`src/rtl/xadc_drp_arbiter_pkg.sv`:
```
// Shared definitions for the XADC DRP arbiter: DRP register addresses,
// FSM state encoding and index-width helper.
package xadc_drp_arbiter_pkg;

   localparam logic [6:0] XADC_ADDR_TEMP = 7'h00;
   localparam logic [6:0] XADC_ADDR_VPVN = 7'h03;
   localparam logic [6:0] XADC_ADDR_CFG0 = 7'h40;
   localparam logic [6:0] XADC_ADDR_CFG1 = 7'h41;
   localparam logic [6:0] XADC_ADDR_CFG2 = 7'h42;

   typedef enum logic [1:0] {
      ST_IDLE  = 2'd0,
      ST_ISSUE = 2'd1,
      ST_WAIT  = 2'd2,
      ST_GAP   = 2'd3
   } state_e;

   function automatic int idx_w(input int n);
      return (n > 1) ? $clog2(n) : 1;
   endfunction

endpackage

```
`src/rtl/xadc_drp_arbiter_if.sv`:
```
// Requester-side and DRP-side signal bundle of the arbiter, plus an FSM debug tap.
// Handshake: a requester raises req with stable we/addr/di and holds it until it
// sees its one-cycle ack (err qualifies a timeout); req still high after that
// cycle counts as a fresh request.
interface xadc_drp_arbiter_if
   import xadc_drp_arbiter_pkg::*;
#(
   parameter int N_REQ = 3
);
   logic [N_REQ-1:0]    req;
   logic [N_REQ-1:0]    req_we;
   logic [7*N_REQ-1:0]  req_addr;
   logic [16*N_REQ-1:0] req_di;
   logic [N_REQ-1:0]    ack;
   logic [N_REQ-1:0]    err;
   logic [15:0]         rdata;
   logic                busy;
   logic                drp_den;
   logic                drp_dwe;
   logic [6:0]          drp_daddr;
   logic [15:0]         drp_di;
   logic [15:0]         drp_do;
   logic                drp_drdy;
   state_e              dbg_state;

   modport slave (
      input  req, req_we, req_addr, req_di, drp_do, drp_drdy,
      output ack, err, rdata, busy, drp_den, drp_dwe, drp_daddr, drp_di, dbg_state
   );

   modport master (
      output req, req_we, req_addr, req_di, drp_do, drp_drdy,
      input  ack, err, rdata, busy, drp_den, drp_dwe, drp_daddr, drp_di, dbg_state
   );
endinterface

```
`src/rtl/xadc_drp_arbiter_rr_arbiter.sv`:
```
// Combinational rotating-priority pick: first request at or after ptr wins,
// wrapping from N_REQ-1 back to 0.
module xadc_drp_arbiter_rr_arbiter #(
   parameter int N_REQ = 3,
   parameter int IW    = 2
) (
   input  logic [N_REQ-1:0] req,
   input  logic [IW-1:0]    ptr,
   output logic [N_REQ-1:0] grant,
   output logic [IW-1:0]    grant_idx
);

   logic          found;
   logic [IW-1:0] cand;

   always_comb begin
      grant     = '0;
      grant_idx = '0;
      found     = 1'b0;
      cand      = ptr;
      for (int i = 0; i < N_REQ; i++) begin
         if (!found && req[cand]) begin
            found       = 1'b1;
            grant[cand] = 1'b1;
            grant_idx   = cand;
         end
         cand = (cand == IW'(N_REQ - 1)) ? '0 : cand + 1'b1;
      end
   end

endmodule

```
`src/rtl/xadc_drp_arbiter.sv`:
```
// Shares one XADC DRP port among N_REQ requesters: round-robin grant, one
// transaction in flight, DRDY timeout with per-requester ack/err pulses.
module xadc_drp_arbiter
   import xadc_drp_arbiter_pkg::*;
#(
   parameter int N_REQ   = 3,
   parameter int TIMEOUT = 255
) (
   input  logic              clk,
   input  logic              rst,
   xadc_drp_arbiter_if.slave bus
);

   localparam int         IW        = idx_w(N_REQ);
   localparam logic [7:0] TIMEOUT_C = 8'(TIMEOUT);

   state_e           state_q, state_d;
   logic [IW-1:0]    ptr_q, ptr_d;
   logic [IW-1:0]    win_q, win_d;
   logic [N_REQ-1:0] win_oh_q, win_oh_d;
   logic             we_q, we_d;
   logic [6:0]       addr_q, addr_d;
   logic [15:0]      di_q, di_d;
   logic [7:0]       cnt_q, cnt_d;
   logic [N_REQ-1:0] ack_q, ack_d;
   logic [N_REQ-1:0] err_q, err_d;
   logic [15:0]      rdata_q, rdata_d;
   logic             busy_q, busy_d;
   logic             den_q, den_d;
   logic             dwe_q, dwe_d;

   logic [N_REQ-1:0] grant;
   logic [IW-1:0]    grant_idx;

   xadc_drp_arbiter_rr_arbiter #(
      .N_REQ (N_REQ),
      .IW    (IW)
   ) u_rr (
      .req       (bus.req),
      .ptr       (ptr_q),
      .grant     (grant),
      .grant_idx (grant_idx)
   );

   always_comb begin
      state_d  = state_q;
      ptr_d    = ptr_q;
      win_d    = win_q;
      win_oh_d = win_oh_q;
      we_d     = we_q;
      addr_d   = addr_q;
      di_d     = di_q;
      cnt_d    = cnt_q;
      rdata_d  = rdata_q;
      ack_d    = '0;
      err_d    = '0;
      den_d    = 1'b0;
      dwe_d    = 1'b0;

      case (state_q)
         ST_IDLE: begin
            if (|bus.req) begin
               win_d    = grant_idx;
               win_oh_d = grant;
               for (int i = 0; i < N_REQ; i++) begin
                  if (grant[i]) begin
                     we_d   = bus.req_we[i];
                     addr_d = bus.req_addr[i*7 +: 7];
                     di_d   = bus.req_di[i*16 +: 16];
                  end
               end
               den_d   = 1'b1;
               dwe_d   = we_d;
               state_d = ST_ISSUE;
            end
         end
         ST_ISSUE: begin
            cnt_d   = '0;
            state_d = ST_WAIT;
         end
         ST_WAIT: begin
            // DRDY is checked before the timeout so a reply on the last cycle still counts.
            if (bus.drp_drdy) begin
               if (!we_q) rdata_d = bus.drp_do;
               ack_d   = win_oh_q;
               state_d = ST_GAP;
            end else if (cnt_q == TIMEOUT_C) begin
               rdata_d = '0;
               ack_d   = win_oh_q;
               err_d   = win_oh_q;
               state_d = ST_GAP;
            end else begin
               cnt_d = cnt_q + 8'd1;
            end
         end
         ST_GAP: begin
            ptr_d   = (win_q == IW'(N_REQ - 1)) ? '0 : win_q + 1'b1;
            state_d = ST_IDLE;
         end
         default: state_d = ST_IDLE;
      endcase

      busy_d = (state_d != ST_IDLE);
   end

   always_ff @(posedge clk) begin
      if (rst) begin
         state_q  <= ST_IDLE;
         ptr_q    <= '0;
         win_q    <= '0;
         win_oh_q <= '0;
         we_q     <= 1'b0;
         addr_q   <= '0;
         di_q     <= '0;
         cnt_q    <= '0;
         ack_q    <= '0;
         err_q    <= '0;
         rdata_q  <= '0;
         busy_q   <= 1'b0;
         den_q    <= 1'b0;
         dwe_q    <= 1'b0;
      end else begin
         state_q  <= state_d;
         ptr_q    <= ptr_d;
         win_q    <= win_d;
         win_oh_q <= win_oh_d;
         we_q     <= we_d;
         addr_q   <= addr_d;
         di_q     <= di_d;
         cnt_q    <= cnt_d;
         ack_q    <= ack_d;
         err_q    <= err_d;
         rdata_q  <= rdata_d;
         busy_q   <= busy_d;
         den_q    <= den_d;
         dwe_q    <= dwe_d;
      end
   end

   assign bus.ack       = ack_q;
   assign bus.err       = err_q;
   assign bus.rdata     = rdata_q;
   assign bus.busy      = busy_q;
   assign bus.drp_den   = den_q;
   assign bus.drp_dwe   = dwe_q;
   assign bus.drp_daddr = addr_q;
   assign bus.drp_di    = di_q;
   assign bus.dbg_state = state_q;

endmodule

```
`src/flat_wrapper.sv`:
```
// flat-port wrapper written by rule: the top's interface ports become plain ports
module xadc_drp_arbiter_flat import xadc_drp_arbiter_pkg::*;
#(
   parameter int N_REQ   = 3,
   parameter int TIMEOUT = 255
)
  (clk, rst, bus_req, bus_req_we, bus_req_addr, bus_req_di, bus_drp_do, bus_drp_drdy, bus_ack, bus_err, bus_rdata, bus_busy, bus_drp_den, bus_drp_dwe, bus_drp_daddr, bus_drp_di, bus_dbg_state);
  xadc_drp_arbiter_if #(.N_REQ(N_REQ)) bus_i ();
  input  logic clk;
  input  logic rst;
  input wire logic [$bits(bus_i.req)-1:0] bus_req;
  input wire logic [$bits(bus_i.req_we)-1:0] bus_req_we;
  input wire logic [$bits(bus_i.req_addr)-1:0] bus_req_addr;
  input wire logic [$bits(bus_i.req_di)-1:0] bus_req_di;
  input wire logic [$bits(bus_i.drp_do)-1:0] bus_drp_do;
  input wire logic [$bits(bus_i.drp_drdy)-1:0] bus_drp_drdy;
  output wire logic [$bits(bus_i.ack)-1:0] bus_ack;
  output wire logic [$bits(bus_i.err)-1:0] bus_err;
  output wire logic [$bits(bus_i.rdata)-1:0] bus_rdata;
  output wire logic [$bits(bus_i.busy)-1:0] bus_busy;
  output wire logic [$bits(bus_i.drp_den)-1:0] bus_drp_den;
  output wire logic [$bits(bus_i.drp_dwe)-1:0] bus_drp_dwe;
  output wire logic [$bits(bus_i.drp_daddr)-1:0] bus_drp_daddr;
  output wire logic [$bits(bus_i.drp_di)-1:0] bus_drp_di;
  output wire logic [$bits(bus_i.dbg_state)-1:0] bus_dbg_state;
  assign bus_i.req = bus_req;
  assign bus_i.req_we = bus_req_we;
  assign bus_i.req_addr = bus_req_addr;
  assign bus_i.req_di = bus_req_di;
  assign bus_i.drp_do = bus_drp_do;
  assign bus_i.drp_drdy = bus_drp_drdy;
  assign bus_ack = bus_i.ack;
  assign bus_err = bus_i.err;
  assign bus_rdata = bus_i.rdata;
  assign bus_busy = bus_i.busy;
  assign bus_drp_den = bus_i.drp_den;
  assign bus_drp_dwe = bus_i.drp_dwe;
  assign bus_drp_daddr = bus_i.drp_daddr;
  assign bus_drp_di = bus_i.drp_di;
  assign bus_dbg_state = bus_i.dbg_state;
  xadc_drp_arbiter #(.N_REQ(N_REQ), .TIMEOUT(TIMEOUT)) u_core (.clk(clk), .rst(rst), .bus(bus_i));
endmodule
```
`config.mk`:
```
export PLATFORM = sky130hd
export DESIGN_NAME = xadc_drp_arbiter_flat
export DESIGN_NICKNAME = d
export VERILOG_FILES = /design/src/rtl/xadc_drp_arbiter_pkg.sv /design/src/rtl/xadc_drp_arbiter_if.sv /design/src/rtl/xadc_drp_arbiter_rr_arbiter.sv /design/src/rtl/xadc_drp_arbiter.sv /design/src/flat_wrapper.sv
export SDC_FILE = /design/constraint.sdc
export NUM_CORES = 1
export LEC_CHECK = 0
export CORE_MARGIN = 4
export CORE_UTILIZATION = 38
export CTS_CLUSTER_SIZE = 8
export DETAILED_ROUTE_END_ITERATION = 7
export PLACE_DENSITY = 0.77
export SETUP_SLACK_MARGIN = 0.1
export SLEW_MARGIN = 25
export SYNTH_ARGS = -nofsm -noshare
export SYNTH_HDL_FRONTEND = slang
export SYNTH_HIERARCHICAL = 1
export SYNTH_SLANG_ARGS = --single-unit
```
`constraint.sdc`:
```
create_clock -name clk -period 1.62 [get_ports clk]
set_input_delay 0.162 -clock clk [delete_from_list [all_inputs] [get_ports clk]]
set_output_delay 0.162 -clock clk [all_outputs]
set_load 0.02 [all_outputs]
```
# Word level (Yosys, flattened, before mapping)

Index checks and enable logic that the tools add are counted.
W data, S select, Z words.

Output and inout bits: 50
Memories kept: 0
Register bits after elaboration: 66
Latch bits: 0
Bits in read-only memories: 0
RAM bits: 0
Logic and storage cells: 105

Shift operators: 0
Reduce and logical (&&, ||, !) cells: 21
Bitwise operators: 5
Div/mod/pow operators: 0
Equality and inequality tests: 10
Multipliers: 0
Multiplexer cells: 45
Add/sub/neg operators: 4
Order comparisons: 6

Operator list:

| operator              | count |
|---|---|
| $mux W16              | 6 |
| $mux W7               | 3 |
| $mux W2               | 9 |
| $mux W8               | 2 |
| $pmux W8 S2           | 1 |
| $mux W3               | 5 |
| $mux W1               | 12 |
| $eq A2 B2 Y1 const B  | 5 |
| $lt A2 B3 Y1 const B  | 3 |
| $reduce_and A3 Y1     | 3 |
| $reduce_or A3 Y1      | 3 |
| $add A8 B1 Y8 const B | 1 |
| $eq A8 B8 Y1 const B  | 1 |
| $pmux W2 S4           | 1 |
| $add A2 B1 Y2 const B | 3 |
| $bmux W1 S2           | 3 |
| $demux W1 S2          | 3 |
| $ge A2 B1 Y1 const B  | 3 |
| $ne A2 B2 Y1 const B  | 3 |
| $or A3 B3 Y3          | 2 |
| $reduce_bool A2 Y1    | 3 |
| $logic_and A1 B1 Y1   | 5 |
| $reduce_or A2 Y1      | 2 |
| $not A1 Y1            | 3 |
| 5 further kinds       | 6 |

# Logic depth before layout (Yosys ltp)

Depth in word-level cells: 13
Depth in mapped cells: 9

# Cells and area by module

Netlist, hierarchy kept.

By module, submodules not included:

| module                      | cells each | area an instance (sq um) | times used | sequential area each (sq um) |
|---|---|---|---|---|
| xadc_drp_arbiter            | 386        | 3114.2                   | 1          | 1321.3 |
| xadc_drp_arbiter_rr_arbiter | 12         | 87.6                     | 1          | 0.0 |

# Least setup slack after synthesis

No wires, ideal clock.

Path kind: register to register
From: register u_core.state_q[1], in the netlist u_core/bus.dbg_state[1]
To: register u_core.cnt_q[7]
Cell stages (with the launch flop): 6
Setup time: 80 ps
Path buffers: 0
Path slack: -100 ps
Arrival time: 1640 ps
Required time: 1540 ps
Cell sequence: dfxtp_1 > ha_1 > and2b_1 > o21ai_1 > or4_1 > o211ai_1

Longest elaborated chain between the ends: 3

Ends and longest elaborated chain:

| item                                                                       | RTL line                | text |
|---|---|---|
| start: declaration                                                         | xadc_drp_arbiter.sv:17  | `state_e state_q, state_d;` |
| start signal: assignment                                                   | xadc_drp_arbiter.sv:123 | `state_q <= state_d;` |
| $eq A2 B2 Y1 / $eq A2 B1 Y1 (equally long branches)                        | xadc_drp_arbiter.sv:60  | `case (state_q)` |
| $ne A2 B2 Y1 (no source line) / $reduce_bool A2 Y1 (equally long branches) | --                      |  |
| $reduce_and A3 Y1 (no source line)                                         | --                      |  |
| end signal: assignment                                                     | xadc_drp_arbiter.sv:130 | `cnt_q <= cnt_d;` |
| end: declaration                                                           | xadc_drp_arbiter.sv:24  | `logic [7:0] cnt_q, cnt_d;` |

Several ways; a longest one is shown, not always the timed one.
A chain may end at the register's enable or synchronous reset.

# Worst setup path in the final report

From: register u_core.ptr_q[1]
To: register u_core.addr_q[4], in the netlist u_core/bus.drp_daddr[4]

Longest elaborated chain between the ends: 12

Ends and longest elaborated chain:

| item                                                                             | RTL line                                                             | text |
|---|---|---|
| start: declaration                                                               | xadc_drp_arbiter.sv:18                                               | `logic [IW-1:0] ptr_q, ptr_d;` |
| start signal: assignment                                                         | xadc_drp_arbiter.sv:124                                              | `ptr_q <= ptr_d;` |
| $add A2 B1 Y2 / $eq A2 B2 Y1 (equally long branches)                             | xadc_drp_arbiter_rr_arbiter.sv:27                                    | `cand = (cand == IW'(N_REQ - 1)) ? '0 : cand + 1'b1;` |
| $mux W2                                                                          | xadc_drp_arbiter_rr_arbiter.sv:27                                    |  |
| $add A2 B1 Y2 (tied with other cells)                                            | xadc_drp_arbiter_rr_arbiter.sv:27                                    |  |
| $mux W2 / $logic_and A1 B1 Y1 (equally long branches)                            | xadc_drp_arbiter_rr_arbiter.sv:27, xadc_drp_arbiter_rr_arbiter.sv:24 |  |
| $lt A2 B3 Y1 (implied by the code) (tied with other cells)                       | xadc_drp_arbiter_rr_arbiter.sv:24                                    | `grant[cand] = 1'b1;` |
| $logic_and A1 B1 Y1 (implied by the code) / $demux W1 S2 (equally long branches) | xadc_drp_arbiter_rr_arbiter.sv:24                                    |  |
| $mux W1 (implied by the code) / $or A3 B3 Y3 (equally long branches)             | --                                                                   |  |
| $demux W1 S2 / $mux W3 (equally long branches)                                   | xadc_drp_arbiter_rr_arbiter.sv:24, xadc_drp_arbiter_rr_arbiter.sv:22 |  |
| $or A3 B3 Y3 (no source line)                                                    | --                                                                   |  |
| $mux W3 (*)                                                                      | xadc_drp_arbiter_rr_arbiter.sv:22                                    | `if (!found && req[cand]) begin` |
| named net u_core.grant[1]                                                        | xadc_drp_arbiter.sv:32                                               | `logic [N_REQ-1:0] grant;` |
| $reduce_bool A3 Y1 (no source line) / $mux W7 (equally long branches)            | --                                                                   |  |
| $reduce_and A3 Y1 (no source line) / $mux W7 (equally long branches)             | --                                                                   |  |
| end signal: assignment                                                           | xadc_drp_arbiter.sv:128                                              | `addr_q <= addr_d;` |
| end: declaration                                                                 | xadc_drp_arbiter.sv:22                                               | `logic [6:0] addr_q, addr_d;` |

Mark *: on every way through the listed nets, which the timed path passes. The rest lies on a longest branch. The select of a mux whose other input is x is not followed.

==> summary.md <==
| Metric | Value |
|---|---|
| Clock power frac | 19.0% |
| Achievable Freq | 602 MHz |
| GRT Util Overall | 17.6% |
| Status | complete, but fails checks |
| IO Pins | 144 |
| Combinational Power Share | 47.4% |
| Post-synth EDFFs | 0 |
| VDD IR-drop max | 561 uV |
| Worst-path fanout max | 8 |
| Cell taking the most area after synthesis | dfxtp_1 |
| Die width | 99.8 microns |
| Worst endpoint required time | 1.89 ns |
| Min-Delay Path Class | in -> reg |
| R2R Path End | u_core/bus.drp_daddr[4] |
| Leakage | 2.07 nW |
| Clock buffer depth | 2 |
| Detailed Place HPWL | 7.04 mm |
| H-tree depth | 3 |
| Starting Density | 39.0% |
| Vias post-DR | 3359 |
| Area Growth Syn to Fin | 68.5% |
| Layout cells sized above 1 | 19.1% |
| Register-to-register setup slack | -0.04 ns |
| DIE HEIGHT | 99.8 microns |
| Internal power | 0.00392 W |
| Post-Route WL | 9.52 mm |
| Pwr per Cell Area | 1140 nW/um^2 |
| Multi-input logic area | 1940 sq um |
| Post-layout util | 65.7% |
| First-pass GRT wire length | 14.3 mm |
| GP Congestion | 0.831 |
| DRC violations left | 0 |
| Failing checks | setup timing |
| Final period util | 102% |
| Post-CTS Hold Fix Bufs | 0 |
| Count of input and output buffers | 143 |
| Largest net degree at the start of global routing | 34 |
| CTS root buf | clkbuf_8 |
| Fillers | 674 |
| Syn Inst Count | 398 |
| Worst-Skew Late Latency | 0.33 ns |
| Final slew viol count | 0 |
| Final setup vio count | 12 |
| Max-cap violations | 0 |
| Arrival time at the worst endpoint | 1.93 ns |
| Routed wire length per instance | 14.2 microns |
| Placed Area | 4870 sq um |
| Sw Share | 36.2% |
| Flop pwr share | 33.6% |
| Setup WS post-layout | -0.0404 ns |
| Min cycle time layout | 1.66 ns |
| CORE AREA | 8220 sq um |
| Sequential Area | 1330 sq um |
| Max-slew headroom | 63.2% |
| GRT overflow | 0 |
| First drt pass iteration count | 4 |
| Main synth FF type | dfxtp_1 |
| CTS clk-pin slew, worst paths | 0.07 ns |
| Vias per cell | 5.01 |
| Worst Max-Slew Pin Slew | 0.552 ns |
| Final hold vios | 0 |
| Design Area, Final | 5400 sq um |
| # clock sinks | 66 |
| CP Capture Type | register |
| Hold Crit Endpoint | u_core/win_oh_q[2] |
| Nets | 659 |
| Top cells by area, synth | dfxtp_1, nand2_1, mux2i_1 |
| Synth warn | 6 |
| Row count | 33 |
| Mapped Nets | 497 |
| Switch Pwr | 0.00223 W |
| Initial antenna violation count | 0 |
| Post-Syn Area per Cell | 8.04 sq um |
| Synth top area share | 41.3% |
| Antenna-violating nets left | 0 |
| Worst-case reg-to-reg path depth | 7 |
| Die area | 9960 sq um |
| Clock Skews | 0.00786 ns |
| Diodes inserted | 0 |
| CTS tree | done |
| CTS buffer count | 9 |
| RSZ-0062 raised after global routing | yes |
| Startpoint Class | register |
| Yosys reg bits | 66 |
| Vias in the first global route | 3213 |
| Synth unique cells | 48 |
| Hold path startpoint | rst |
| CP Class | reg -> reg |
| Hold Path Depth | 2 |
| Seq/Total Area, Yosys | 41.3% |
| Post-synth ARST share | 0% |
| DR iter-0 viols | 126 |
| Synth Cell Area | 3200 sq um |
| Reg2reg start | u_core/ptr_q[1] |
## synth_stat cells (2+ instances only)
library cell / count
a21oi_1: 42
a21oi_2: 6
and2_1: 4
and3_1: 5
buf_1: 2
buf_2: 7
buf_6: 4
clkbuf_1: 11
dfxtp_1: 66
ha_1: 5
inv_1: 6
inv_2: 2
mux2i_1: 30
nand2_1: 94
nand2b_1: 3
nand3_1: 10
nand3b_1: 2
nand4_1: 3
nor2_1: 21
nor2b_1: 2
nor3_1: 3
o211a_1: 2
o21a_1: 2
o21ai_0: 39
o21ai_1: 2
o311ai_0: 2
or4_1: 2
## sequential cells by signal, summed over array words and instances (netlist names)
name / flops
u_core/bus.drp_daddr: 7
u_core/bus.err: 3
u_core/bus.ack: 3
u_core/bus.drp_dwe: 1
u_core/bus.busy: 1
u_core/bus.drp_di: 16
u_core/cnt_q: 8
u_core/win_oh_q: 3
u_core/we_q: 1
u_core/win_q: 2
u_core/bus.dbg_state: 2
u_core/bus.drp_den: 1
u_core/bus.rdata: 16
u_core/ptr_q: 2
## final cells by class
type / count / area share [%]
flip-flops and latches: 66 / 24.7
well taps: 105 / 2.44
clock inverters: 3 / 0.278
multi-input cells: 300 / 35.9
repair buffers: 175 / 33.3
inverters: 8 / 0.603
clock buffers: 13 / 2.76
## power by group through the flow
stage	logic [W]	clock network (W)	registers, W
after floorplan	0.00115	0	0.00234
after global placement	0.00248	0	0.00208
after detailed placement	0.00253	0	0.00209
after CTS	0.00261	0.00120	0.00205
after global routing	0.00316	0.00128	0.00210
final	0.00291	0.00117	0.00207
## stage by stage
stage | cells | power (W) | setup TNS [ns] | hold slack (ns) | worst slack (ns)
floorplan | 398 | 0.00349 | 0 | 0.298 | 0.0578
global placement | 646 | 0.00456 | -9.76 | 0.437 | -0.407
detailed placement | 646 | 0.00461 | -10.94 | 0.445 | -0.445
CTS | 665 | 0.00586 | 0 | 0.295 | 0.00849
global route | 670 | 0.00654 | -1.45 | 0.316 | -0.0900
finish | 670 | 0.00615 | -0.194 | 0.304 | -0.0404
## how the worst max path moves through the flow
stage,from,slack [ns],cells past startpoint,end
2_1_floorplan,u_core/ptr_q[0],0.06,9,u_core/bus.drp_daddr[4]
3_3_place_gp,bus_req[1],-0.41,8,u_core/bus.drp_daddr[3]
3_5_place_dp,bus_req[1],-0.45,8,u_core/bus.drp_di[13]
4_1_cts,u_core/bus.dbg_state[1],0.008,8,u_core/bus.drp_daddr[0]
5_1_grt,u_core/ptr_q[1],-0.09,7,u_core/bus.drp_di[6]
6_report,u_core/ptr_q[1],-0.04,7,u_core/bus.drp_daddr[4]
## placed cells by master, fill, tap and decap left out, types with 5 or more instances in the layout
master | synthesis | final
o21ai_1 | 2 | 8
o21ai_0 | 39 | 30
inv_1 | 6 | 5
nand2_2 | 0 | 6
nor2_1 | 21 | 19
nand2_1 | 94 | 86
dfxtp_1 | 66 | 59
clkdlybuf4s50_1 | 0 | 133
a21oi_1 | 42 | 32
nand3_1 | 10 | 9
clkbuf_8 | 0 | 10
dlymetal6s2s_1 | 0 | 7
buf_6 | 4 | 5
buf_4 | 0 | 19
dfxtp_2 | 0 | 6
mux2i_1 | 30 | 27
a21oi_2 | 6 | 15
## metal layers
layer,routed length [microns],global-route usage (%),vias up
li1,-,-,1699
met1,3570,18.1,1529
met2,4970,32.2,114
met3,807,6.39,17
met4,180,7.14,0
met5,0,0,-
## cells by family (layout without fill, tap and decap cells)
family	count (synthesis)	count (layout)	synth area share, %
multiplexers	31	31	9.73
buffers and inverters	32	199	4.96
AO/OA/AOI/OAI	108	108	20.6
flip-flops	66	66	41.3
adder cells (fa/ha/maj)	5	5	1.95
AND/OR/NAND/NOR	156	156	21.5
## repair_timing
item	4_1_cts	5_1_grt
endpoints found under the setup margin	45	53
gates cloned	0	2
gates resized for setup	20	64
setup buffers	3	3
pin swaps	6	20
endpoints found under the hold margin	0	0
## worst max-delay path: stages (launching register included)
cell       delay (ns)
dfxtp_4          0.40
a21oi_4          0.07
o211a_4          0.32
nor3_4           0.24
or2_4            0.21
clkbuf_16        0.17
nand2_1          0.07
a21oi_2          0.12
Power figures use the tool's default switching activity.
